$ cat src/rtl/synth_voice_allocator.sv
// Voice-slot allocator for the polyphonic generator bank: decodes note commands
// into one slot write each, keeping the voice table, steal pointer and waveform select.
module synth_voice_allocator #(
  parameter int NUM_VOICES = 10,
  parameter int IDX_W      = $clog2(NUM_VOICES)
) (
  input  logic                  clk,
  input  logic                  reset,
  input  logic                  i_cmd_valid,
  input  logic [15:0]           i_cmd_data,
  output logic                  o_cmd_ready,
  output logic                  o_voice_we,
  output logic [IDX_W-1:0]      o_voice_idx,
  output logic [6:0]            o_voice_note,
  output logic [7:0]            o_voice_velocity,
  output logic                  o_voice_active,
  output logic [NUM_VOICES-1:0] o_active_mask,
  output logic [1:0]            o_wave_sel,
  output logic                  o_steal
);

  localparam logic [1:0] S_IDLE   = 2'd0;
  localparam logic [1:0] S_SEARCH = 2'd1;
  localparam logic [1:0] S_COMMIT = 2'd2;
  localparam logic [1:0] S_CLEAR  = 2'd3;

  localparam logic [IDX_W-1:0] LAST_IDX = IDX_W'(NUM_VOICES - 1);

  logic [1:0]            r_state;
  logic                  r_cmd_on;
  logic [6:0]            r_cmd_note;
  logic [7:0]            r_cmd_vel;
  logic [IDX_W-1:0]      r_scan;
  logic                  r_match_found;
  logic [IDX_W-1:0]      r_match_idx;
  logic                  r_free_found;
  logic [IDX_W-1:0]      r_free_idx;
  logic [IDX_W-1:0]      r_steal_ptr;
  logic [NUM_VOICES-1:0] r_tbl_active;
  logic [6:0]            r_tbl_note [NUM_VOICES];
  logic                  r_voice_we;
  logic [IDX_W-1:0]      r_voice_idx;
  logic [6:0]            r_voice_note;
  logic [7:0]            r_voice_vel;
  logic                  r_voice_active;
  logic [1:0]            r_wave_sel;
  logic                  r_steal;

  logic                  w_accept;
  logic                  w_is_wave;
  logic                  w_is_stop;
  logic                  w_slot_match;
  logic                  w_any_match;
  logic [IDX_W-1:0]      w_match_idx;
  logic                  w_any_free;
  logic [IDX_W-1:0]      w_free_idx;

  assign o_cmd_ready = (r_state == S_IDLE);
  assign w_accept    = i_cmd_valid && o_cmd_ready;
  assign w_is_wave   = i_cmd_data[15] && (i_cmd_data[14:8] == 7'd0);
  assign w_is_stop   = !i_cmd_data[15] && (i_cmd_data[14:8] == 7'h7F);

  // Fold the slot under the scan pointer into the running "first match / first free"
  // results so the last SEARCH cycle can decide without an extra cycle.
  assign w_slot_match = r_tbl_active[r_scan] && (r_tbl_note[r_scan] == r_cmd_note);
  assign w_any_match  = r_match_found || w_slot_match;
  assign w_match_idx  = r_match_found ? r_match_idx : r_scan;
  assign w_any_free   = r_free_found || !r_tbl_active[r_scan];
  assign w_free_idx   = r_free_found ? r_free_idx : r_scan;

  // NOTE: all state below uses non-blocking assignments so every register samples
  // pre-edge values; blocking here would make the table update order-dependent.
  always_ff @(posedge clk) begin
    if (reset) begin
      r_state        <= S_IDLE;
      r_cmd_on       <= 1'b0;
      r_cmd_note     <= 7'd0;
      r_cmd_vel      <= 8'd0;
      r_scan         <= '0;
      r_match_found  <= 1'b0;
      r_match_idx    <= '0;
      r_free_found   <= 1'b0;
      r_free_idx     <= '0;
      r_steal_ptr    <= '0;
      r_tbl_active   <= '0;
      // NOTE: the table is a small flop array, not RAM, so it can be reset in place.
      for (int i = 0; i < NUM_VOICES; i++) r_tbl_note[i] <= 7'd0;
      r_voice_we     <= 1'b0;
      r_voice_idx    <= '0;
      r_voice_note   <= 7'd0;
      r_voice_vel    <= 8'd0;
      r_voice_active <= 1'b0;
      r_wave_sel     <= 2'd0;
      r_steal        <= 1'b0;
    end else begin
      case (r_state)
        S_IDLE: begin
          if (w_accept) begin
            if (w_is_wave) begin
              r_wave_sel <= r_wave_sel + 2'd1;
            end else if (w_is_stop) begin
              r_state        <= S_CLEAR;
              r_voice_we     <= 1'b1;
              r_voice_idx    <= '0;
              r_voice_note   <= 7'd0;
              r_voice_vel    <= 8'd0;
              r_voice_active <= 1'b0;
            end else begin
              r_state       <= S_SEARCH;
              r_cmd_on      <= i_cmd_data[15];
              r_cmd_note    <= i_cmd_data[14:8];
              r_cmd_vel     <= i_cmd_data[7:0];
              r_scan        <= '0;
              r_match_found <= 1'b0;
              r_free_found  <= 1'b0;
            end
          end
        end
        S_SEARCH: begin
          r_match_found <= w_any_match;
          r_match_idx   <= w_match_idx;
          r_free_found  <= w_any_free;
          r_free_idx    <= w_free_idx;
          if (r_scan == LAST_IDX) begin
            r_state <= S_COMMIT;
            if (r_cmd_on) begin
              r_voice_we     <= 1'b1;
              r_voice_note   <= r_cmd_note;
              r_voice_vel    <= r_cmd_vel;
              r_voice_active <= 1'b1;
              if (w_any_match) begin
                r_voice_idx <= w_match_idx;
              end else if (w_any_free) begin
                r_voice_idx <= w_free_idx;
              end else begin
                r_voice_idx <= r_steal_ptr;
                r_steal     <= 1'b1;
                r_steal_ptr <= (r_steal_ptr == LAST_IDX) ? '0 : r_steal_ptr + 1'b1;
              end
            end else if (w_any_match) begin
              r_voice_we     <= 1'b1;
              r_voice_idx    <= w_match_idx;
              r_voice_note   <= r_cmd_note;
              r_voice_vel    <= r_cmd_vel;
              r_voice_active <= 1'b0;
            end
          end else begin
            r_scan <= r_scan + 1'b1;
          end
        end
        S_COMMIT: begin
          if (r_voice_we) begin
            r_tbl_active[r_voice_idx] <= r_voice_active;
            r_tbl_note[r_voice_idx]   <= r_voice_note;
          end
          r_voice_we <= 1'b0;
          r_steal    <= 1'b0;
          r_state    <= S_IDLE;
        end
        S_CLEAR: begin
          r_tbl_active[r_voice_idx] <= 1'b0;
          r_tbl_note[r_voice_idx]   <= 7'd0;
          if (r_voice_idx == LAST_IDX) begin
            r_voice_we  <= 1'b0;
            r_steal_ptr <= '0;
            r_state     <= S_IDLE;
          end else begin
            r_voice_idx <= r_voice_idx + 1'b1;
          end
        end
        default: r_state <= S_IDLE;
      endcase
    end
  end

  assign o_voice_we       = r_voice_we;
  assign o_voice_idx      = r_voice_idx;
  assign o_voice_note     = r_voice_note;
  assign o_voice_velocity = r_voice_vel;
  assign o_voice_active   = r_voice_active;
  assign o_active_mask    = r_tbl_active;
  assign o_wave_sel       = r_wave_sel;
  assign o_steal          = r_steal;

endmodule

$ cat config.mk
export PLATFORM = sky130hd
export DESIGN_NAME = synth_voice_allocator
export DESIGN_NICKNAME = d
export VERILOG_FILES = /design/src/rtl/synth_voice_allocator.sv
export SDC_FILE = /design/constraint.sdc
export NUM_CORES = 1
export LEC_CHECK = 0
export CAP_MARGIN = 20
export CORE_AREA = 4 4 130 132
export CTS_CLUSTER_SIZE = 30
export DETAILED_ROUTE_END_ITERATION = 16
export DIE_AREA = 0 0 134 136
export PLACE_DENSITY = 0.79
export SYNTH_ARGS = -nofsm -noshare
export SYNTH_HDL_FRONTEND = slang
export SYNTH_SLANG_ARGS = --single-unit
$ cat constraint.sdc
create_clock -name clk -period 6.1 [get_ports clk]
set_clock_uncertainty 0.15 [all_clocks]
set_input_delay 1.22 -clock clk [delete_from_list [all_inputs] [get_ports clk]]
set_output_delay 1.22 -clock clk [all_outputs]
set_load 0.1 [all_outputs]
==> results.sh <==
export IMPL_io_buffers=53
export IMPL_drc=0
export IMPL_grt_overflow_total=0
export IMPL_regArea_um2=4840
export IMPL_crit_path_end_kind="flip-flop"
export IMPL_power_density_nw_per_um2=263
export IMPL_antenna_found_initial=0
export IMPL_syn_area_um2=8540
export IMPL_cts_hold_buffers=0
export IMPL_num_rows=46
export IMPL_vias_per_cell=5.98
export IMPL_cts_resized=0
export IMPL_layout_nets=815
export IMPL_clk_pin_slew_worst_paths_ps=70
export IMPL_fin_util_pct=61.9
export IMPL_ys_async_sr_fraction_pct=0
export IMPL_layout_common_cells="121 x nor2_1, 112 x edfxtp_1, 84 x nand2_1, 74 x dfxtp_1, 54 x mux2i_1"
export IMPL_io_pins=54
export IMPL_drt_initial_drc_count=669
export IMPL_grt_pass1_vias=6004
export IMPL_layout_commonest_cell="nor2_1"
export IMPL_final_cell_area_um2=9730
export IMPL_yosysWarnings=0
export IMPL_cp_required_ps=6300
export IMPL_h_tree_depth=4
export IMPL_die_h_um=136
export IMPL_clock_path_buffers=2
export IMPL_slew_headroom_pct=27.1
export IMPL_yosysSeqAreaShare_pct=56.7
export IMPL_worstHoldPathType="flip-flop to flip-flop"
export IMPL_start_util_pct=54.3
export IMPL_synth_edf_count=112
export IMPL_num_vias=6078
export IMPL_totalWireLength_um=20600
export IMPL_die_w_um=134
export IMPL_wire_per_inst_um=20.2
export IMPL_postCtsSetupBuffers=0
export IMPL_arrival_ps=4220
export IMPL_areaGrowthSynthToFinish_pct=14.0
export IMPL_status="finished, final reports clean"
export IMPL_finalSetupViolations=0
export IMPL_clock_sink_count=186
export IMPL_rsz0062_at_grt="no"
export IMPL_post_route_worst_setup_slack_ps=2080
export IMPL_nFillCells=1166
export IMPL_critical_path_class="flip-flop to flip-flop"
export IMPL_drive_gt1_share_pct=7.49
export IMPL_p_leak_nw=3.31
export IMPL_hold_violations=0
export IMPL_pre_cts_ws_ps=2120
export IMPL_critPathLaunchType="flip-flop"
export IMPL_core_um2=15700
export IMPL_insertion_delay_ps=430
export IMPL_clock_fmax_ghz=0.249
export IMPL_grtUsageTotal_pct=23.3
export IMPL_dp_hpwl_um=14500
export IMPL_grt_max_degree=57
export IMPL_ant_nets=0
export IMPL_cts_root_buf="clkbuf_16"
export IMPL_min_period_ps=4020
export IMPL_cap_viol_max_count=0
export IMPL_peakVddDrop_uv=158
export IMPL_use_met1_pct=29.5
export IMPL_ys_ff_latch=186
export IMPL_yosys_cell_types_count=58
export IMPL_first_pass_iters=5
export IMPL_dieArea_um2=18200
export IMPL_gp_congestion=0.892
export IMPL_syn_inst=751
export IMPL_finalCritPeriodShare_pct=65.9
export IMPL_top_usage_layer="met2"
export IMPL_grt_first_pass_wirelength_um=32400
export IMPL_cts_tree="done"
export IMPL_path_max_fanout=20
export IMPL_synth_nets=778
export IMPL_post_dp_cell_area_um2=9180
export IMPL_antenna_cells=0
export IMPL_finalMaxSlewViolations=0
export IMPL_synth_ff_type="edfxtp_1"
export IMPL_met2_usage_pct=39.9
export IMPL_multi_input_area_um2=3400
export IMPL_use_met3_pct=4.66
export IMPL_finalSetupTns_ps=0
export IMPL_worstMarginPinSlew_ps=1090
export IMPL_avgSynthCellArea_um2=11.4
export IMPL_cts_buffers=17
## registers in the layout, summed over array words and instances, names as in the netlist, 2 cells and up, named ones only
name and count:
o_active_mask 10, r_cmd_note 7, r_steal_ptr 4, r_tbl_note 112
r_scan 4, o_voice_idx 4, r_free_idx 4, o_voice_note 7
o_voice_velocity 8, r_cmd_vel 8, r_state 2, r_match_idx 4
o_wave_sel 2
## worst max-delay path: stages (launching register included)
cell and delay [ps]:
dfxtp_1 1000, mux4_2 600, mux2i_1 180, xor2_1 190, nand3_1 110, nor4b_2 520, o2111ai_4 280, a21oi_4 620
mux2i_1 270
## path summary, 6_finish.rpt
kind,slack (ps),startpoint,end,cells past startpoint
max,2080,flip-flop,o_voice_velocity[0],8
min,310,r_match_idx[3],r_match_idx[3],2
max reg2reg,2080,flip-flop,o_voice_velocity[0],8
min reg2reg,310,r_match_idx[3],r_match_idx[3],2
## cells in the mapped netlist, types with 3 or more instances
cell | number | area share [%]
a21oi_1 | 36 | 2.1
and2_1 | 3 | 0.22
and3_1 | 5 | 0.37
buf_1 | 3 | 0.13
buf_2 | 5 | 0.29
clkbuf_1 | 28 | 1.2
dfxtp_1 | 74 | 17
edfxtp_1 | 112 | 39
ha_1 | 8 | 1.2
inv_1 | 21 | 0.92
mux2_2 | 9 | 1.2
mux2i_1 | 54 | 6.3
mux4_1 | 13 | 4.0
mux4_2 | 11 | 2.9
nand2_1 | 84 | 3.7
nand2b_1 | 5 | 0.37
nand3_1 | 42 | 2.5
nand3b_1 | 3 | 0.26
nand4_1 | 7 | 0.51
nor2_1 | 121 | 5.3
nor2b_1 | 8 | 0.59
nor3_1 | 12 | 0.70
nor4_1 | 6 | 0.44
o21ai_0 | 14 | 0.82
o22ai_1 | 5 | 0.37
o31ai_1 | 3 | 0.26
xnor2_1 | 6 | 0.62
xor2_1 | 8 | 0.82
## cells by family after synthesis
kind of cell | after synthesis | share of synthesized area (%)
compound gates | 83 | 6.29
xor+xnor | 16 | 1.82
fa+ha+maj | 8 | 1.17
buf+inv | 64 | 3.53
flops | 186 | 56.7
mux | 87 | 14.4
simple gates | 307 | 16.0
## through the flow
stage | hold slack (ps) | cells | total power, mW
after floorplan | 286 | 751 | 1.49
after global placement | 295 | 985 | 1.52
after detailed placement | 302 | 985 | 1.53
after CTS | 311 | 1017 | 2.56
after global routing | 328 | 1017 | 2.63
final | 310 | 1017 | 2.56
## where the power goes
group / leakage, nW / switching [mW] / internal [mW]
Sequential: 1.74 / 0.0233 / 1.35
Combinational: 1.31 / 0.0773 / 0.0563
Clock: 0.260 / 0.462 / 0.594
## per-layer routing
metal  share of wire [%]  wire length, um  up-vias
li1                    -                -     2792
met1                  39             7960     2929
met2                  50            10400      311
met3                 8.3             1710       46
met4                 2.6              541        0
met5                   0                0        -
## layout make-up
class,instances,area share [%]
sequential,186,49.8
multi-input combinational,501,35.0
timing repair buffer,59,5.86
clock buffer,17,4.37
tap,216,2.78
clock inverter,15,1.36
inverter,23,0.887
Note: power is estimated with default switching activity, not from simulation.
